File: config.mk
export PLATFORM = sky130hd
export DESIGN_NAME = sisc_fetch_unit
export DESIGN_NICKNAME = d
export VERILOG_FILES = /design/src/rtl/sisc_fetch_unit_pkg.sv /design/src/rtl/sisc_pc_reg.sv /design/src/rtl/sisc_fetch_unit.sv
export SDC_FILE = /design/constraint.sdc
export NUM_CORES = 1
export LEC_CHECK = 0
export CORE_UTILIZATION = 57
export CTS_BUF_LIST = sky130_fd_sc_hd__clkbuf_4
export CTS_CLUSTER_DIAMETER = 150
export DETAILED_ROUTE_END_ITERATION = 10
export PLACE_DENSITY = 0.91
export SLEW_MARGIN = 20
export SYNTH_ARGS = -nofsm -noshare
export SYNTH_HDL_FRONTEND = slang
export SYNTH_HIERARCHICAL = 1
export SYNTH_SLANG_ARGS = --single-unit
export TNS_END_PERCENT = 10
File: constraint.sdc
create_clock -name clk -period 4.1 [get_ports clk]
set_clock_uncertainty 0.1 [all_clocks]
set_input_delay 0.615 -clock clk [delete_from_list [all_inputs] [get_ports clk]]
set_output_delay 0.615 -clock clk [all_outputs]
set_load 0.03 [all_outputs]
File: src/rtl/sisc_fetch_unit_pkg.sv
// Shared definitions for the SISC fetch unit: opcodes, IR field positions,
// fetch FSM states and default parameters.
package sisc_fetch_unit_pkg;

   localparam int AW_DEF = 16;
   localparam int IW_DEF = 32;
   localparam logic [15:0] RST_PC_DEF = 16'h0000;

   localparam int OPC_MSB = 31;
   localparam int OPC_LSB = 28;
   localparam int MM_MSB  = 27;
   localparam int MM_LSB  = 24;
   localparam int IMM_MSB = 15;
   localparam int IMM_LSB = 0;
   localparam int IMM_W   = IMM_MSB - IMM_LSB + 1;

   localparam logic [3:0] OP_NOOP = 4'h0;
   localparam logic [3:0] OP_LD   = 4'h1;
   localparam logic [3:0] OP_STR  = 4'h2;
   localparam logic [3:0] OP_ADD  = 4'h3;
   localparam logic [3:0] OP_SUB  = 4'h4;
   localparam logic [3:0] OP_NOT  = 4'h5;
   localparam logic [3:0] OP_AND  = 4'h6;
   localparam logic [3:0] OP_OR   = 4'h7;
   localparam logic [3:0] OP_BRA  = 4'h8;
   localparam logic [3:0] OP_BRR  = 4'h9;
   localparam logic [3:0] OP_BNE  = 4'hA;
   localparam logic [3:0] OP_BNR  = 4'hB;
   localparam logic [3:0] OP_HLT  = 4'hF;

   typedef enum logic [1:0] {
      F_IDLE = 2'd0,
      F_REQ  = 2'd1,
      F_DROP = 2'd2
   } fetch_state_e;

endpackage

File: src/rtl/sisc_pc_reg.sv
// Program counter with next-PC selection: hold, PC+1, absolute or
// PC-relative branch target taken from the IR immediate.
module sisc_pc_reg
   import sisc_fetch_unit_pkg::*;
#(
   parameter int AW = AW_DEF,
   parameter logic [AW-1:0] RST_PC = AW'(RST_PC_DEF)
) (
   input  logic             clk,
   input  logic             rst,
   input  logic             pc_rst,
   input  logic             pc_write,
   input  logic             pc_sel,
   input  logic             br_sel,
   input  logic [IMM_W-1:0] imm,
   output logic [AW-1:0]    pc
);

   logic [AW-1:0] pc_q, pc_d, target;

   // Immediate is taken as-is (no sign extension); sums wrap mod 2^AW.
   always_comb begin
      target = br_sel ? AW'(imm) : pc_q + AW'(imm);
      pc_d   = pc_q;
      if (pc_rst)
         pc_d = RST_PC;
      else if (pc_write)
         pc_d = pc_sel ? target : pc_q + AW'(1);
   end

   always_ff @(posedge clk or posedge rst) begin
      if (rst) pc_q <= RST_PC;
      else     pc_q <= pc_d;
   end

   assign pc = pc_q;

endmodule

File: src/rtl/sisc_fetch_unit.sv
// SISC fetch unit: PC, one-entry instruction prefetch buffer, imem request
// FSM and the instruction register feeding ctrl/datapath decode.
module sisc_fetch_unit
   import sisc_fetch_unit_pkg::*;
#(
   parameter int AW = AW_DEF,
   parameter int IW = IW_DEF,
   parameter logic [AW-1:0] RST_PC = AW'(RST_PC_DEF)
) (
   input  logic          clk,
   input  logic          rst,
   input  logic          pc_rst,
   input  logic          pc_write,
   input  logic          pc_sel,
   input  logic          br_sel,
   input  logic          ir_load,
   output logic          imem_req,
   output logic [AW-1:0] imem_addr,
   input  logic          imem_ack,
   input  logic [IW-1:0] imem_rdata,
   output logic [AW-1:0] pc_out,
   output logic [IW-1:0] ir,
   output logic [3:0]    opcode,
   output logic [3:0]    mm,
   output logic          ir_valid
);

   fetch_state_e  state_q, state_d;
   logic [AW-1:0] req_addr_q, req_addr_d;
   logic [AW-1:0] pf_addr_q, pf_addr_d;
   logic [IW-1:0] pf_data_q, pf_data_d;
   logic          pf_valid_q, pf_valid_d;
   logic          ld_pend_q, ld_pend_d;
   logic [AW-1:0] ld_addr_q, ld_addr_d;
   logic [IW-1:0] ir_q, ir_d;
   logic          ir_valid_q, ir_valid_d;
   logic          usable, ack, req_hit, pend_hit, new_ld;

   sisc_pc_reg #(.AW(AW), .RST_PC(RST_PC)) u_pc (
      .clk      (clk),
      .rst      (rst),
      .pc_rst   (pc_rst),
      .pc_write (pc_write),
      .pc_sel   (pc_sel),
      .br_sel   (br_sel),
      .imm      (ir_q[IMM_MSB:IMM_LSB]),
      .pc       (pc_out)
   );

   assign usable   = pf_valid_q && (pf_addr_q == pc_out);
   assign ack      = imem_ack && (state_q != F_IDLE);
   assign req_hit  = (state_q == F_REQ) && (req_addr_q == pc_out);
   assign pend_hit = ld_pend_q && (ld_addr_q == req_addr_q);
   assign new_ld   = ir_load && !ld_pend_q;

   always_comb begin
      state_d    = state_q;
      req_addr_d = req_addr_q;
      pf_addr_d  = pf_addr_q;
      pf_data_d  = pf_data_q;
      pf_valid_d = pf_valid_q;
      ld_pend_d  = ld_pend_q;
      ld_addr_d  = ld_addr_q;
      ir_d       = ir_q;
      ir_valid_d = ir_valid_q;
      if (pc_rst) begin
         ir_d       = '0;
         ir_valid_d = 1'b0;
         pf_valid_d = 1'b0;
         ld_pend_d  = 1'b0;
         // An in-flight request cannot be withdrawn; let it finish and discard it.
         state_d    = (state_q != F_IDLE && !ack) ? F_DROP : F_IDLE;
      end else begin
         if (new_ld) begin
            if (usable) begin
               ir_d       = pf_data_q;
               ir_valid_d = 1'b1;
               pf_valid_d = 1'b0;
            end else if (req_hit && ack) begin
               ir_d       = imem_rdata;
               ir_valid_d = 1'b1;
            end else begin
               ir_valid_d = 1'b0;
               ld_pend_d  = 1'b1;
               ld_addr_d  = pc_out;
            end
         end
         unique case (state_q)
            F_IDLE: begin
               // A pending load owns the next request, even if PC has moved on.
               if (ld_pend_q) begin
                  state_d    = F_REQ;
                  req_addr_d = ld_addr_q;
               end else if (!usable && (new_ld || !pc_write)) begin
                  state_d    = F_REQ;
                  req_addr_d = pc_out;
               end
            end
            F_REQ: begin
               if (ack) begin
                  state_d = F_IDLE;
                  if (pend_hit) begin
                     ir_d       = imem_rdata;
                     ir_valid_d = 1'b1;
                     ld_pend_d  = 1'b0;
                  end else if (!(new_ld && req_hit)) begin
                     pf_addr_d  = req_addr_q;
                     pf_data_d  = imem_rdata;
                     pf_valid_d = 1'b1;
                  end
               end else if (pc_write && !pend_hit && !(new_ld && req_hit)) begin
                  state_d = F_DROP;
               end
            end
            F_DROP: begin
               if (ack) state_d = F_IDLE;
            end
            default: state_d = F_IDLE;
         endcase
      end
   end

   always_ff @(posedge clk or posedge rst) begin
      if (rst) begin
         state_q    <= F_IDLE;
         req_addr_q <= RST_PC;
         pf_addr_q  <= '0;
         pf_data_q  <= '0;
         pf_valid_q <= 1'b0;
         ld_pend_q  <= 1'b0;
         ld_addr_q  <= '0;
         ir_q       <= '0;
         ir_valid_q <= 1'b0;
      end else begin
         state_q    <= state_d;
         req_addr_q <= req_addr_d;
         pf_addr_q  <= pf_addr_d;
         pf_data_q  <= pf_data_d;
         pf_valid_q <= pf_valid_d;
         ld_pend_q  <= ld_pend_d;
         ld_addr_q  <= ld_addr_d;
         ir_q       <= ir_d;
         ir_valid_q <= ir_valid_d;
      end
   end

   assign imem_req  = (state_q != F_IDLE);
   assign imem_addr = req_addr_q;
   assign ir        = ir_q;
   assign ir_valid  = ir_valid_q;
   assign opcode    = ir_q[OPC_MSB:OPC_LSB];
   assign mm        = ir_q[MM_MSB:MM_LSB];

endmodule

# Yosys cells after proc, flatten, opt, wreduce, memory -nomap -nowiden
# Index checks and enable logic that the tools add are counted.
# totals
reg_bits	133
latch_bits	0
ramBits	0
rom_bits	0
inputBits	40
output_inout_bits	74
wordCells	93
memories	0
# classes
addsub	2
mul	0
div_mod_pow	0
order_cmp	0
n_eq_ne	8
n_shift	0
muxes	42
bitwise	5
n_reduce_logical	26
# ops
cell	n
2-to-1 mux 32 bit	7
2-to-1 mux 16 bit	6
== test 16 bit	3
2-to-1 mux 1 bit	21
adder 16 x 1 -> 16 bit (second input constant)	1
adder 16 bit	1
2-to-1 mux 2 bit	7
logical AND 1 bit	11
zero test 1 bit	6
one-hot mux 2 bit (3 select lines)	1
AND reduction 3 bit	2
nonzero test 2 bit	3
inverter 1 bit	5
AND reduction 5 bit	1
!= test 4 x 3 -> 1 bit (second input constant)	1
!= test 4 bit (second input constant)	1
AND reduction 4 bit	1
!= test 3 bit (second input constant)	1
== test 2 x 1 -> 1 bit (second input constant)	1
== test 2 bit (second input constant)	1
zero test 2 bit	1
logical OR 1 bit	1

# Longest topological paths before layout
# depth
word_depth	10
depth_mapped	9
depth_no_buf	9

# Modules after synthesis
# The synthesis kept the hierarchy.
# by_module_without_submodules
mod	n_inst	cells_per_inst	area_per_inst_um2	seq_area_each_um2
sisc_fetch_unit	1	419	5554.1	2927.8
sisc_pc_reg	1	283	2142.1	400.4

# Worst setup path before layout
# No wires, ideal clock.
# synth_timing
path_type	reg2reg
start	reg u_pc.pc_q[0] (netlist: u_pc/pc[0])
end	reg u_pc.pc_q[10] (netlist: u_pc/pc[10])
setup_time_ns	0.111
arrival_time_ns	2.471
required_ns	3.889
path_slack_ns	1.418
stages_incl_launch_ff	10
path_buffers	0
path_cell_list	dfrtp_1 > ha_1 > inv_1 > fa_1 > nor2b_1 > o31ai_2 > a21boi_1 > nor3_1 > o311a_1 > a2111oi_2
# synth_between
elab_chain_len	5
word_cells_on_any_way	6
classes_between	add/sub: 2; mux: 4
# synth_rtl
item	line_no	text
start, declared	sisc_pc_reg.sv:19	logic [AW-1:0] pc_q, pc_d, target;
start signal, assigned	sisc_pc_reg.sv:33	else pc_q <= pc_d;
adder 16 bit	sisc_pc_reg.sv:23	target = br_sel ? AW'(imm) : pc_q + AW'(imm);
2-to-1 mux 16 bit	sisc_pc_reg.sv:23	
2-to-1 mux 16 bit (*)	sisc_pc_reg.sv:28	pc_d = pc_sel ? target : pc_q + AW'(1);
2-to-1 mux 16 bit (*)	sisc_pc_reg.sv:27	else if (pc_write)
2-to-1 mux 16 bit (*)	sisc_pc_reg.sv:25	if (pc_rst)
# Every way passes the cells marked *; elsewhere a longest branch is shown, timed or not. The select of a mux whose other input is x is not followed.
# A chain may end at the register's enable or synchronous reset.

# Final worst setup path
# layout_timing
start	reg ld_pend_q
end	reg pf_data_q[20]
# layout_between
elab_chain_len	5
word_cells_on_any_way	7
classes_between	bitwise: 2; reduce/logical: 5
# layout_rtl
item	line_no	text
start, declared	sisc_fetch_unit.sv:33	logic ld_pend_q, ld_pend_d;
start signal, assigned	sisc_fetch_unit.sv:140	ld_pend_q <= ld_pend_d;
zero test 1 bit	sisc_fetch_unit.sv:54	assign new_ld = ir_load && !ld_pend_q;
logical AND 1 bit	sisc_fetch_unit.sv:54	
logical AND 1 bit	sisc_fetch_unit.sv:106	end else if (!(new_ld && req_hit)) begin
inverter 1 bit (no line)	--	
AND reduction 5 bit (no line) (*)	--	
end signal, assigned	sisc_fetch_unit.sv:138	pf_data_q <= pf_data_d;
end, declared	sisc_fetch_unit.sv:31	logic [IW-1:0] pf_data_q, pf_data_d;
# Every way passes the cells marked *; elsewhere a longest branch is shown, timed or not.

==> results.tsv <==
metric	value	unit
I/O Buffers	113	
Die Width	118	µm
remaining routing DRC violations	0	
root buf cell	clkbuf_4	
endpoint class of the critical path	register	
Tightest Hold Check Type	register to register	
Hold Startpoint	state_q[0]	
routability cong.	0.929	
Setup Viol. Count Final	0	
per-cell routed wire length	19.7	µm
WP data arrival	3.62	ns
dpl hpwl	14000	µm
Fin Setup TNS	0	ns
sequential area share after synthesis	0.432	
Clock Tree Buf Depth	2	
CP Cell Sequence	inv_1, nand2_1, nor3_1, a22oi_1, nor3b_4, buf_4, mux2_2	
Initial Util	0.583	
CP required	4.44	ns
CTS tree	yes	
fin. max-slew vios	0	
Multi-input gate area	4050	µm²
cts repair resizes	0	
core area	13200	µm²
Critical-path top delay cell	dfrtp_1	
placed cells	965	
die height	118	µm
leading cell type in the layout, fill and taps excluded	dfrtp_1	
Post-synth EDFFs	0	
CTS Buf Count	17	
Worst Setup SP	ld_pend_q	
FF+latch area	3330	µm²
worst setup margin	0.822	ns
Slew headroom	0.377	
outcome	completed	
# rows	42	
Final Non-Filler Cells	997	
RSZ-0062 raised after global routing	false	
worst slew pin tran	0.935	ns
CP max stage delay	0.97	ns
Num Clock Sinks	133	
crit share post-route	0.799	
ys async rst share	1.00	
# fillers	970	
Antenna Diode Count	0	
post-CTS setup buffers	0	
DR vias	6226	
share of cells above drive strength 1	0.196	
DR iter-0 viols	504	
Startpoint Class	register	
pwr/cell area	389	nW/µm²
GRT Residual Overflow	0	
WS Path Type	register to register	
TritonRoute pass-1 iters	6	
synthesized area	7700	µm²
GRT Overall Usage	0.292	
Vias per Instance	6.24	
leakage	4.12	nW
VDD IR-drop max	0.240	mV
first-pass GRT wire length	31900	µm
Worst-Skew Late Latency	0.56	ns
yosys warns	6	
Synth cell types	74	
cts hold-fix bufs	0	
Achievable Freq	305	MHz
register bit total from synthesis	133	
P&R area growth vs syn	19.3	%
worst-path fanout max	49	
Routed WL	19700	µm
pre-CTS WS	0.915	ns
Net Count, Synth	759	
number of global-route vias before repair	6174	
Fin. Hold Viols	0	
min cycle time layout	3.28	ns
total die area	14000	µm²
antenna violations before repair	0	
fin nets	865	
largest net degree at the start of global routing	56	
Post-Syn Area per Cell	11.0	µm²
antenna viol nets, final	0	
Synth Flop Type	dfrtp_1	
maxcap violations	0	
Mapped Cells	702	
Ports	114	
Clock H-tree levels	4	
reg2reg start	ld_pend_q	
most frequent cells in the layout	dfrtp_1, clkdlybuf4s50_1, mux2_2	
clk slew on worst S/H paths	0.12	ns
## layer usage
| layer | vias up | track usage | share of wire |
|---|---|---|---|
| met4 | 0 | 0.124 | 0.027 |
| li1 | 2814 | - | - |
| met2 | 274 | 0.470 | 0.49 |
| met5 | - | 0 | 0 |
| met1 | 3097 | 0.379 | 0.42 |
| met3 | 41 | 0.0681 | 0.061 |
## flip-flops by register name (all words and copies together), names as in the netlist
| signal | count |
|---|---|
| imem_addr | 16 |
| ir | 32 |
| ir_valid | 1 |
| ld_addr_q | 16 |
| ld_pend_q | 1 |
| pf_addr_q | 16 |
| pf_data_q | 32 |
| pf_valid_q | 1 |
| state_q | 2 |
| u_pc/pc | 16 |
## cell type report
cell class	instances	area share
multi-input cells	510	0.441
flip-flops and latches	133	0.362
repair buffers	127	0.135
well taps	176	0.0240
clock buffers	22	0.0180
clock inverters	10	0.0117
inverters	19	0.00804
## report_power, final
part           internal [W]  total (W)  switching [W]  leakage [nW]
sequential          0.00156    0.00177       0.000208          1.77
clock              0.000390   0.000873       0.000482         0.154
combinational      0.000468   0.000930       0.000462          2.20
total               0.00242    0.00358        0.00115          4.12
## worst paths after layout
check,to,slack [ns],depth (start not counted)
max,pf_data_q[20],0.82,7
min,state_q[1],0.40,1
max reg2reg,pf_data_q[20],0.82,7
min reg2reg,state_q[1],0.40,1
max in group asynchronous,pf_data_q[21],2.56,3
min in group asynchronous,u_pc/pc[5],0.42,2
## cells by family after synthesis
| kind of cell | share of synthesized area |
|---|---|
| AND/OR/NAND/NOR | 0.142 |
| flip-flops | 0.432 |
| AO/OA/AOI/OAI | 0.142 |
| XOR/XNOR | 0.0626 |
| multiplexers | 0.150 |
| buffers and inverters | 0.0429 |
| adder cells (fa/ha/maj) | 0.0286 |
## synthesized netlist by cell type (3+ instances only)
master	n	share of area
dfrtp_1	133	0.43
mux2_2	98	0.14
nand2_1	35	0.017
and2_1	33	0.027
nor2_1	33	0.016
a221o_1	32	0.042
xnor2_1	31	0.035
o21ai_0	24	0.016
xor2_1	24	0.027
a21oi_1	19	0.012
inv_1	19	0.0093
nand3_1	17	0.011
ha_1	16	0.026
buf_4	12	0.012
nor3_1	12	0.0078
nand4_1	11	0.0089
a211oi_1	10	0.0098
clkbuf_1	10	0.0049
or3_1	10	0.0081
buf_2	8	0.0052
a21o_1	7	0.0068
nor2b_1	7	0.0057
a31oi_1	6	0.0049
nor4_1	6	0.0049
mux2i_1	5	0.0065
nor3b_1	5	0.0049
o21a_1	5	0.0049
a22oi_1	4	0.0039
and3_1	4	0.0033
buf_6	4	0.0059
o221ai_1	4	0.0046
a41o_1	3	0.0039
clkbuf_2	3	0.0020
nand2b_1	3	0.0024
o211ai_1	3	0.0029
## worst max-delay path: cells and delay by family (launching register included)
kind / cells / cell delay (ns)
AOI/OAI and AO/OA: 1 / 0.25
buffers and inverters: 2 / 0.77
DFF: 1 / 0.97
muxes: 1 / 0.41
and+or+nand+nor: 3 / 0.62
## per-stage QoR
stage	util	hold WS (ns)	instance area (µm²)	total power, W
floorplan	-	0.349	7700	0.00238
CTS	0.696	0.399	9190	0.00358
global placement	0.676	0.375	8910	0.00265
detailed placement	0.676	0.387	8910	0.00271
global route	0.696	0.429	9190	0.00374
finish	0.696	0.402	9190	0.00358
Power figures use the tool's default switching activity.
